<file path="config.mk">
export PLATFORM = sky130hd
export DESIGN_NAME = carry_select_adder_32
export DESIGN_NICKNAME = d
export VERILOG_FILES = /design/src/rtl/carry_select_adder_32_pkg.sv /design/src/rtl/carry_select_adder_32_rca_block.sv /design/src/rtl/carry_select_adder_32.sv
export SDC_FILE = /design/constraint.sdc
export NUM_CORES = 1
export LEC_CHECK = 0
export ABC_AREA = 1
export BUFFER_PORTS_ARGS = -buffer_cell sky130_fd_sc_hd__buf_2
export CORE_ASPECT_RATIO = 1.2
export CORE_MARGIN = 5
export CORE_UTILIZATION = 45
export DETAILED_ROUTE_END_ITERATION = 8
export PLACE_DENSITY = 0.8
export SKIP_LAST_GASP = 1
export SLEW_MARGIN = 25
export SYNTH_ARGS = -nofsm -noshare
export SYNTH_HDL_FRONTEND = slang
export SYNTH_SLANG_ARGS = --single-unit
</file>
<file path="constraint.sdc">
create_clock -name clk -period 13.5 [get_ports clk]
set_clock_uncertainty 0.05 [all_clocks]
set_input_delay 2.7 -clock clk [delete_from_list [all_inputs] [get_ports clk]]
set_output_delay 2.7 -clock clk [all_outputs]
set_load 0.02 [all_outputs]
</file>
<file path="src/rtl/carry_select_adder_32_pkg.sv">
// Purpose: shared sizing constants for the 32-bit carry-select adder.
// Latency: n/a (constants only).
// Backpressure: n/a.
package carry_select_adder_32_pkg;

  // Default operand width and select-block width
  localparam int WIDTH = 32;
  localparam int BLOCK = 4;

  // Number of select blocks; block 0 ripples from the external carry-in
  localparam int NUM_BLOCKS = WIDTH / BLOCK;

endpackage

</file>
<file path="src/rtl/carry_select_adder_32_rca_block.sv">
// Purpose: BLOCK-bit ripple-carry adder slice used by every select block.
// Latency: purely combinational, zero cycles.
// Backpressure: none, no handshake.
module rca_block
  import carry_select_adder_32_pkg::*;
#(
  parameter int W = BLOCK
) (
  input  logic [W-1:0] a,
  input  logic [W-1:0] b,
  input  logic         cin,
  output logic [W-1:0] sum,
  output logic         cout
);

  // c[i] is the carry into bit i; c[W] leaves the slice
  logic [W:0] c;

  assign c[0] = cin;

  genvar i;
  generate
    for (i = 0; i < W; i++) begin : g_fa
      // One full adder per bit
      assign sum[i]  = a[i] ^ b[i] ^ c[i];
      assign c[i+1]  = (a[i] & b[i]) | (c[i] & (a[i] ^ b[i]));
    end
  endgenerate

  assign cout = c[W];

endmodule

</file>
<file path="src/rtl/carry_select_adder_32.sv">
// Purpose: WIDTH-bit carry-select adder, {Cout,Sum} = A + B + Cin, registered.
// Latency: 1 cycle from input sample edge to Sum/Cout; one add per cycle.
// Backpressure: none; free-running stage, synchronous active-high reset clears outputs.
module carry_select_adder_32
  import carry_select_adder_32_pkg::*;
#(
  parameter int WIDTH_P = WIDTH,
  parameter int BLOCK_P = BLOCK
) (
  input  logic               clk,
  input  logic               rst,
  input  logic [WIDTH_P-1:0] A,
  input  logic [WIDTH_P-1:0] B,
  input  logic               Cin,
  output logic [WIDTH_P-1:0] Sum,
  output logic               Cout
);

  localparam int NB = WIDTH_P / BLOCK_P;

  // Partial-width configurations would leave top bits unadded
  generate
    if ((WIDTH_P % BLOCK_P) != 0) begin : g_bad_cfg
      $error("carry_select_adder_32: WIDTH_P must be a multiple of BLOCK_P");
    end
  endgenerate

  // blk_c[k] is the carry into block k; blk_c[NB] is the final carry out
  logic [NB:0]        blk_c;
  logic [WIDTH_P-1:0] sum_d;
  logic               cout_d;
  logic [WIDTH_P-1:0] sum_q;
  logic               cout_q;

  assign blk_c[0] = Cin;

  genvar k;
  generate
    for (k = 0; k < NB; k++) begin : g_blk
      if (k == 0) begin : g_first
        // Lowest block ripples directly from the external carry-in
        rca_block #(.W(BLOCK_P)) u_rca (
          .a    (A[BLOCK_P-1:0]),
          .b    (B[BLOCK_P-1:0]),
          .cin  (blk_c[0]),
          .sum  (sum_d[BLOCK_P-1:0]),
          .cout (blk_c[1])
        );
      end else begin : g_sel
        logic [BLOCK_P-1:0] sum0;
        logic [BLOCK_P-1:0] sum1;
        logic               c0;
        logic               c1;

        // Speculative result assuming no carry into this block
        rca_block #(.W(BLOCK_P)) u_rca0 (
          .a    (A[k*BLOCK_P +: BLOCK_P]),
          .b    (B[k*BLOCK_P +: BLOCK_P]),
          .cin  (1'b0),
          .sum  (sum0),
          .cout (c0)
        );

        // Speculative result assuming a carry into this block
        rca_block #(.W(BLOCK_P)) u_rca1 (
          .a    (A[k*BLOCK_P +: BLOCK_P]),
          .b    (B[k*BLOCK_P +: BLOCK_P]),
          .cin  (1'b1),
          .sum  (sum1),
          .cout (c1)
        );

        // The real incoming carry picks between the two precomputed results
        assign sum_d[k*BLOCK_P +: BLOCK_P] = blk_c[k] ? sum1 : sum0;
        assign blk_c[k+1]                  = blk_c[k] ? c1   : c0;
      end
    end
  endgenerate

  assign cout_d = blk_c[NB];

  // Output register; reset wins over the add and discards the in-flight result
  always_ff @(posedge clk) begin
    if (rst) begin
      sum_q  <= '0;
      cout_q <= 1'b0;
    end else begin
      sum_q  <= sum_d;
      cout_q <= cout_d;
    end
  end

  assign Sum  = sum_q;
  assign Cout = cout_q;

endmodule

</file>
==> results of run 1 <==
## cells by family after synthesis
family	Yosys count	share of synthesized area
buf+inv	69	0.150
flops	33	0.351
fa+ha+maj	39	0.359
simple gates	61	0.122
compound gates	7	0.0186
## power groups by stage
stage / logic [uW] / clock network [uW] / registers (uW)
6_report: 80.2 / 71.7 / 113
5_1_grt: 92.4 / 80.6 / 114
4_1_cts: 81.9 / 75.1 / 113
3_5_place_dp: 81.6 / 0 / 115
3_3_place_gp: 77.7 / 0 / 115
2_1_floorplan: 33.8 / 0 / 132
## stage by stage
step | area, um^2 | util | total power (uW) | cells | setup slack (ns)
2_1_floorplan | 1880 | - | 166 | 209 | 1.35
3_3_place_gp | 2410 | 0.602 | 192 | 359 | 0.801
3_5_place_dp | 2410 | 0.602 | 197 | 359 | 0.570
4_1_cts | 2500 | 0.624 | 270 | 366 | 0.840
5_1_grt | 2500 | 0.624 | 287 | 366 | 0.173
6_report | 2500 | 0.624 | 265 | 366 | 0.902
## final cells by class
class	instances	area, um^2
clock buffers	7	86.3
fillers	371	1510
inverters	66	248
multi-input cells	107	940
flip-flops and latches	33	661
well taps	54	67.6
repair buffers	99	495
## metal layers
layer / part of all wire / track usage
met4: 0.024 / 0.0664
met2: 0.56 / 0.288
met5: 0 / 0
met3: 0.090 / 0.0483
met1: 0.33 / 0.133
## path summary, 6_finish.rpt
path / start / to / slack (ns) / cells after the start
hold / removal: B[22] / Sum[22] / 2.75 / 4
setup / recovery: A[0] / Sum[31] / 0.90 / 46
## cells in the final DEF (no fill, tap or decap), drive strengths merged
master and n:
nor2 40, fa 25, ha 14, o21ai 7
buf 99, clkbuf 7, dfxtp 33, inv 66
nand2 21
## critical path, delay by kind of cell
kind,cells,cell delay [ns]
adder cells (fa/ha/maj),25,8.16
AO/OA/AOI/OAI,7,0.84
buffers and inverters,11,0.78
AND/OR/NAND/NOR,3,0.26
## registers in the layout (all words and copies together) (netlist names)
name  flops
Sum      32
Cout      1
==> impl_metrics.json, run 1 <==
{
  "vias_per_cell": 4.16,
  "hold_class": "in -> reg",
  "peakVddDrop_mv": 0.0539,
  "worst-endpoint-arrival_ns": 12.75,
  "grt_pass1_wl_um": 6470,
  "track_usage": 0.145,
  "die_w_um": 69.0,
  "cp_slowest_cell": "fa_1",
  "ys_types": 9,
  "cts_sinks": 33,
  "drt_first_pass_iters": 4,
  "ys_ff_latch": 33,
  "worst-path-max-fanout": 4,
  "p_leak_uw": 0.00152,
  "cp-end-kind": "register",
  "clkTransAtPathRegs_ns": 0.06,
  "synth_top_cell_area_share": 0.351,
  "fin_tns_setup_ns": 0,
  "die_height_um": 80.8,
  "cts_max_level": 2,
  "yosys-top-cells-count": "inv_1, nor2_1, dfxtp_1",
  "finalMaxSlewViolations": 0,
  "cp_common_cell": "fa_1",
  "grt_max_degree": 28,
  "ys_warn_count": 0,
  "syn2layout_area_growth_pct": 32.7,
  "cts_tree": "yes",
  "row_count": 25,
  "start_util": 0.470,
  "cts-root-buf": "clkbuf_8",
  "clockPowerShare": 0.271,
  "num-nets-final": 418,
  "synth_area_leaders": "dfxtp_1, fa_1, inv_1, ha_1, nor2_1",
  "worst_slew_pin_slew_ns": 0.491,
  "gp_congestion": 0.803,
  "synth_cells": 209,
  "cts_resized": 0,
  "drtIter0Drc": 54,
  "slew-limit-headroom": 0.673,
  "finalCritPeriodShare": 0.933,
  "setup_viol": 0,
  "holdBufCountCts": 0,
  "synth_most_common_cell": "inv_1",
  "cp.required_ns": 13.65,
  "placement.io_buffers": 99,
  "slowest_delay_ns": 0.43,
  "max_freq_mhz": 79.4,
  "internal_power_uw": 182,
  "p_seq_frac": 0.426,
  "synth_ff_type": "dfxtp_1",
  "grt_pass1_vias": 1579,
  "post_cts_buffers": 0,
  "yosysSeqAreaShare": 0.351,
  "dieArea_um2": 5580,
  "vias": 1522,
  "drc": 0,
  "syn_avg_cell_area_um2": 9.00,
  "coreArea_um2": 4000,
  "maxCapViolations": 0,
  "powerDensity_nw_per_um2": 106,
  "ant_nets": 0,
  "setup.worst_path.class": "in -> reg",
  "ys_async_sr_fraction": 0,
  "min_period_ns": 12.60,
  "drt_wl_total_um": 3810,
  "numCtsBuffers": 5,
  "clockBufferDepth": 2,
  "hpwlAfterDp_um": 3360,
  "netSwitchingPower_uw": 82.1,
  "grt_overflow_total": 0,
  "antenna_found_initial": 0,
  "outcome": "finished clean",
  "start_kind": "primary input",
  "num_io_pins": 100,
  "netlist_area_um2": 1880,
  "hold_slack_ns": 2.75,
  "synth_top_cell_by_area": "dfxtp_1",
  "drive_above_1_share": 0.340,
  "synthesis.nets": 315,
  "p_sw_frac": 0.310,
  "pwr-share-comb": 0.303,
  "synth_edf_count": 0,
  "hold_viol": 0,
  "rsz0062_at_grt": "no",
  "wl_per_cell_um": 10.4,
  "num_antenna_cells": 0
}
Note: power is estimated with default switching activity, not from simulation.
==> inputs of run 2 (changes only) <==
--- a/config.mk
+++ b/config.mk
@@ -12,6 +12,7 @@
 export CORE_UTILIZATION = 45
 export DETAILED_ROUTE_END_ITERATION = 8
 export PLACE_DENSITY = 0.8
+export REMOVE_ABC_BUFFERS = 1
 export SKIP_LAST_GASP = 1
 export SLEW_MARGIN = 25
 export SYNTH_ARGS = -nofsm -noshare
==> run 2 against run 1 <==
Net effect:
- wire length up 1.7%
- die area stayed put
- sequential share of layout area up 0.066 points
- combinational power barely moved
- via count is 0.26% lower
- sequential power about the same
- global-route usage up 0.67 points
- design area down 0.25%
- clock-buffer cell count rose by 1
- setup slack worse by 0.077 ns
- clock power decreased by 3.5%
- critical path type unchanged
- largest cell class unchanged
==> impl_metrics.json, run 2 (synthesized netlist as in run 1, its figures left out) <==
{
  "finalMaxSlewViolations": 0,
  "placement.io_buffers": 99,
  "max_freq_mhz": 78.9,
  "syn2layout_area_growth_pct": 32.4,
  "drt_first_pass_iters": 3,
  "start_util": 0.470,
  "largest_reg_flops": 32,
  "slowest_delay_ns": 0.42,
  "finalCritPeriodShare": 0.939,
  "final_common_cell": "buf_2",
  "rsz0062_at_grt": "no",
  "worst-path-max-fanout": 4,
  "p_seq_frac": 0.430,
  "numCtsBuffers": 5,
  "ant_nets": 0,
  "p_leak_uw": 0.00151,
  "post_cts_buffers": 0,
  "slew-limit-headroom": 0.659,
  "worst-endpoint-arrival_ns": 12.83,
  "holdBufCountCts": 0,
  "drt_wl_total_um": 3880,
  "worst_slew_pin_slew_ns": 0.512,
  "outcome": "finished clean",
  "cp_slowest_cell": "fa_1",
  "setup_viol": 0,
  "num-nets-final": 418,
  "cts_sinks": 33,
  "drtIter0Drc": 25,
  "setup_slack_ns": 0.825,
  "hold_viol": 0,
  "clockPowerShare": 0.263,
  "grt_max_degree": 28,
  "final_cell_mix": "buf_2, inv_1, nor2_1, dfxtp_1, fa_1",
  "gp_congestion": 0.717,
  "maxCapViolations": 0,
  "netSwitchingPower_uw": 83.8,
  "die_w_um": 69.0,
  "cts_resized": 0,
  "cp_common_cell": "fa_1",
  "cp-end-kind": "register",
  "pwr-share-comb": 0.306,
  "start_kind": "primary input",
  "coreArea_um2": 4000,
  "peakVddDrop_mv": 0.0432,
  "vias": 1518,
  "wl_per_cell_um": 10.6,
  "die_height_um": 80.8,
  "fin_tns_setup_ns": 0,
  "internal_power_uw": 179,
  "cts_tree": "yes",
  "vias_per_cell": 4.14,
  "grt_overflow_total": 0,
  "hold_slack_ns": 2.74,
  "cts-root-buf": "clkbuf_8",
  "layout.cells.non_filler": 367,
  "row_count": 25,
  "dp_cells": 359,
  "hpwlAfterDp_um": 3320,
  "whs_path_depth": 4,
  "drc": 0,
  "clkTransAtPathRegs_ns": 0.06,
  "grt_pass1_wl_um": 6700,
  "num_io_pins": 100,
  "p_sw_frac": 0.319,
  "antenna_found_initial": 0,
  "num_antenna_cells": 0,
  "cp.required_ns": 13.65,
  "drive_above_1_share": 0.335,
  "clockBufferDepth": 2,
  "powerDensity_nw_per_um2": 105,
  "pre_cts_ws_ns": 0.497,
  "hold_class": "in -> reg",
  "dieArea_um2": 5580,
  "setup.worst_path.class": "in -> reg",
  "cts_max_level": 2,
  "min_period_ns": 12.67,
  "track_usage": 0.152,
  "grt_pass1_vias": 1673
}
==> run 2: worst paths after layout <==
check	startpoint	to	slack, ns
setup / recovery	A[0]	Sum[31]	0.83
hold / removal	Cin	Sum[0]	2.74
==> run 2: through the flow <==
step | total power (uW) | utilization | cell area [um^2]
after CTS | 268 | 0.622 | 2490
after global placement | 193 | 0.602 | 2410
after detailed placement | 197 | 0.602 | 2410
final | 263 | 0.622 | 2490
after global routing | 284 | 0.622 | 2490
after floorplan | 164 | - | 1850
==> run 2: layout make-up <==
cell class	instances	area, um^2
timing repair buffer	99	495
sequential	33	661
fill	395	1510
inverter	66	248
tap	54	67.6
clock buffer	8	80.1
multi-input combinational	107	940
==> run 2: per-layer routing <==
layer,global-route usage,wire [um]
met3,0.0644,337
met2,0.308,2190
met1,0.135,1330
met4,0.0449,24
met5,0,0
==> run 2: worst max-delay path: cells and delay by family <==
family,cells,cell delay [ns]
adders and majority gates,25,8.17
AOI/OAI and AO/OA,7,0.89
buffers and inverters,11,0.80
and+or+nand+nor,3,0.26
==> run 2: power by group through the flow <==
| stage | logic, uW | clock network, uW | registers [uW] |
|---|---|---|---|
| 2_1_floorplan | 32.0 | 0 | 132 |
| 3_3_place_gp | 78.5 | 0 | 115 |
| 3_5_place_dp | 82.0 | 0 | 115 |
| 4_1_cts | 82.5 | 72.6 | 113 |
| 5_1_grt | 93.0 | 77.2 | 114 |
| 6_report | 80.5 | 69.2 | 113 |
==> inputs of run 3 (changes only) <==
==> constraint.sdc (replaced) <==
create_clock -name clk -period 13.5 [get_ports clk]
set_clock_uncertainty 0.05 [all_clocks]
set_input_delay 0.675 -clock clk [delete_from_list [all_inputs] [get_ports clk]]
set_output_delay 0.675 -clock clk [all_outputs]
set_load 0.02 [all_outputs]
==> run 3 against run 2 <==
Net effect:
- final cell count unchanged
- non-clock buffer count did not move
- sequential power is essentially flat
- sequential share of layout area is 0.22 points lower
- hold slack got worse by 2.0 ns
- maximum frequency increased by 19%
- critical path type unchanged
==> impl_metrics.json, run 3 (synthesized netlist as in run 1, its figures left out) <==
{
  "final-seq-area_um2": 661,
  "die_height_um": 80.8,
  "layout.cells.non_filler": 367,
  "whs_path_depth": 4,
  "slew-limit-headroom": 0.670,
  "crit_path_start": "A[0]",
  "vias": 1519,
  "netSwitchingPower_uw": 87.9,
  "hold_viol": 0,
  "clkTransAtPathRegs_ns": 0.07,
  "cp_common_cell": "fa_1",
  "multiInputGateArea_um2": 940,
  "cp_slowest_cell": "fa_1",
  "wl_per_cell_um": 11.0,
  "drive_above_1_share": 0.345,
  "numCtsBuffers": 5,
  "placed_area_um2": 2410,
  "cts_sinks": 33,
  "cp.required_ns": 13.67,
  "drt_wl_total_um": 4040,
  "max_freq_mhz": 94.0,
  "largest_reg_flops": 32,
  "post_cts_buffers": 0,
  "hpwlAfterDp_um": 3480,
  "final_common_cell": "buf_2",
  "rsz0062_at_grt": "no",
  "clockPowerShare": 0.297,
  "start_kind": "primary input",
  "vias_per_cell": 4.14,
  "setup_slack_ns": 2.86,
  "fin_tns_setup_ns": 0,
  "clockBufferDepth": 2,
  "antenna_found_initial": 0,
  "cts_tree": "yes",
  "dieArea_um2": 5580,
  "pwr-share-comb": 0.294,
  "finalCritPeriodShare": 0.788,
  "p_sw_frac": 0.318,
  "worst-endpoint-arrival_ns": 10.81,
  "placement.io_buffers": 99,
  "worst-path-max-fanout": 4,
  "slowest_delay_ns": 0.43,
  "syn2layout_area_growth_pct": 33.5,
  "holdBufCountCts": 0,
  "peakVddDrop_mv": 0.0504,
  "pre_cts_ws_ns": 2.54,
  "grt_pass1_wl_um": 6600,
  "hold_slack_ns": 0.710,
  "internal_power_uw": 188,
  "p_leak_uw": 0.00153,
  "coreArea_um2": 4000,
  "final_cell_mix": "buf_2, inv_1, nor2_1, dfxtp_1, fa_1",
  "nFillCells": 363,
  "powerDensity_nw_per_um2": 110,
  "worst_slew_pin_slew_ns": 0.496,
  "setup_viol": 0,
  "drtIter0Drc": 31,
  "ant_nets": 0,
  "min_from": "Cin",
  "num_antenna_cells": 0,
  "drt_first_pass_iters": 4,
  "gp_congestion": 0.744,
  "cts_max_level": 2,
  "row_count": 25,
  "grt_max_degree": 28,
  "grt_overflow_total": 0,
  "dp_cells": 359,
  "min_period_ns": 10.64,
  "cts-root-buf": "clkbuf_8",
  "die_w_um": 69.0,
  "cts_resized": 0,
  "num_io_pins": 100,
  "track_usage": 0.154,
  "p_seq_frac": 0.409,
  "num-nets-final": 418,
  "grt_pass1_vias": 1576,
  "maxCapViolations": 0,
  "finalMaxSlewViolations": 0,
  "outcome": "finished clean",
  "drc": 0,
  "cp-end-kind": "register",
  "setup.worst_path.class": "in -> reg",
  "fin_area_um2": 2510,
  "hold_class": "in -> reg",
  "start_util": 0.470
}
==> run 3: worst paths after layout <==
kind                  endpoint  slack [ns]
worst min-delay path    Sum[0]        0.71
worst max-delay path   Sum[31]        2.86
==> run 3: per-stage QoR <==
stage | utilization | power [uW]
global route | 0.628 | 297
finish | 0.628 | 276
floorplan | - | 164
detailed placement | 0.602 | 197
CTS | 0.628 | 280
global placement | 0.602 | 193
==> run 3: critical path: cells and delay by family <==
family                     cells  cell delay (ns)
buffers and inverters         11             0.80
AOI/OAI and AO/OA              7             0.91
adders and majority gates     25             8.19
and+or+nand+nor                3             0.23
==> run 3: layout make-up <==
cell class / instances / share of cell area
clock buffers: 7 / 0.0383
multi-input cells: 107 / 0.374
repair buffers: 99 / 0.197
clock inverters: 1 / 0.00199
flip-flops and latches: 33 / 0.263
inverters: 66 / 0.0986
well taps: 54 / 0.0269
==> run 3: power groups by stage <==
stage | logic [uW] | clock network, uW | registers, uW
global route | 92.9 | 89.9 | 114
detailed placement | 82.3 | 0 | 115
global placement | 78.3 | 0 | 115
floorplan | 32.0 | 0 | 132
finish | 81.2 | 82.1 | 113
CTS | 82.7 | 84.5 | 113
==> run 3: metal layers <==
| layer | vias to the layer above | track usage | share of wire |
|---|---|---|---|
| li1 | 778 | - | - |
| met1 | 676 | 0.143 | 0.36 |
| met2 | 57 | 0.303 | 0.55 |
| met3 | 8 | 0.0557 | 0.073 |
| met4 | 0 | 0.0645 | 0.017 |
| met5 | - | 0 | 0 |
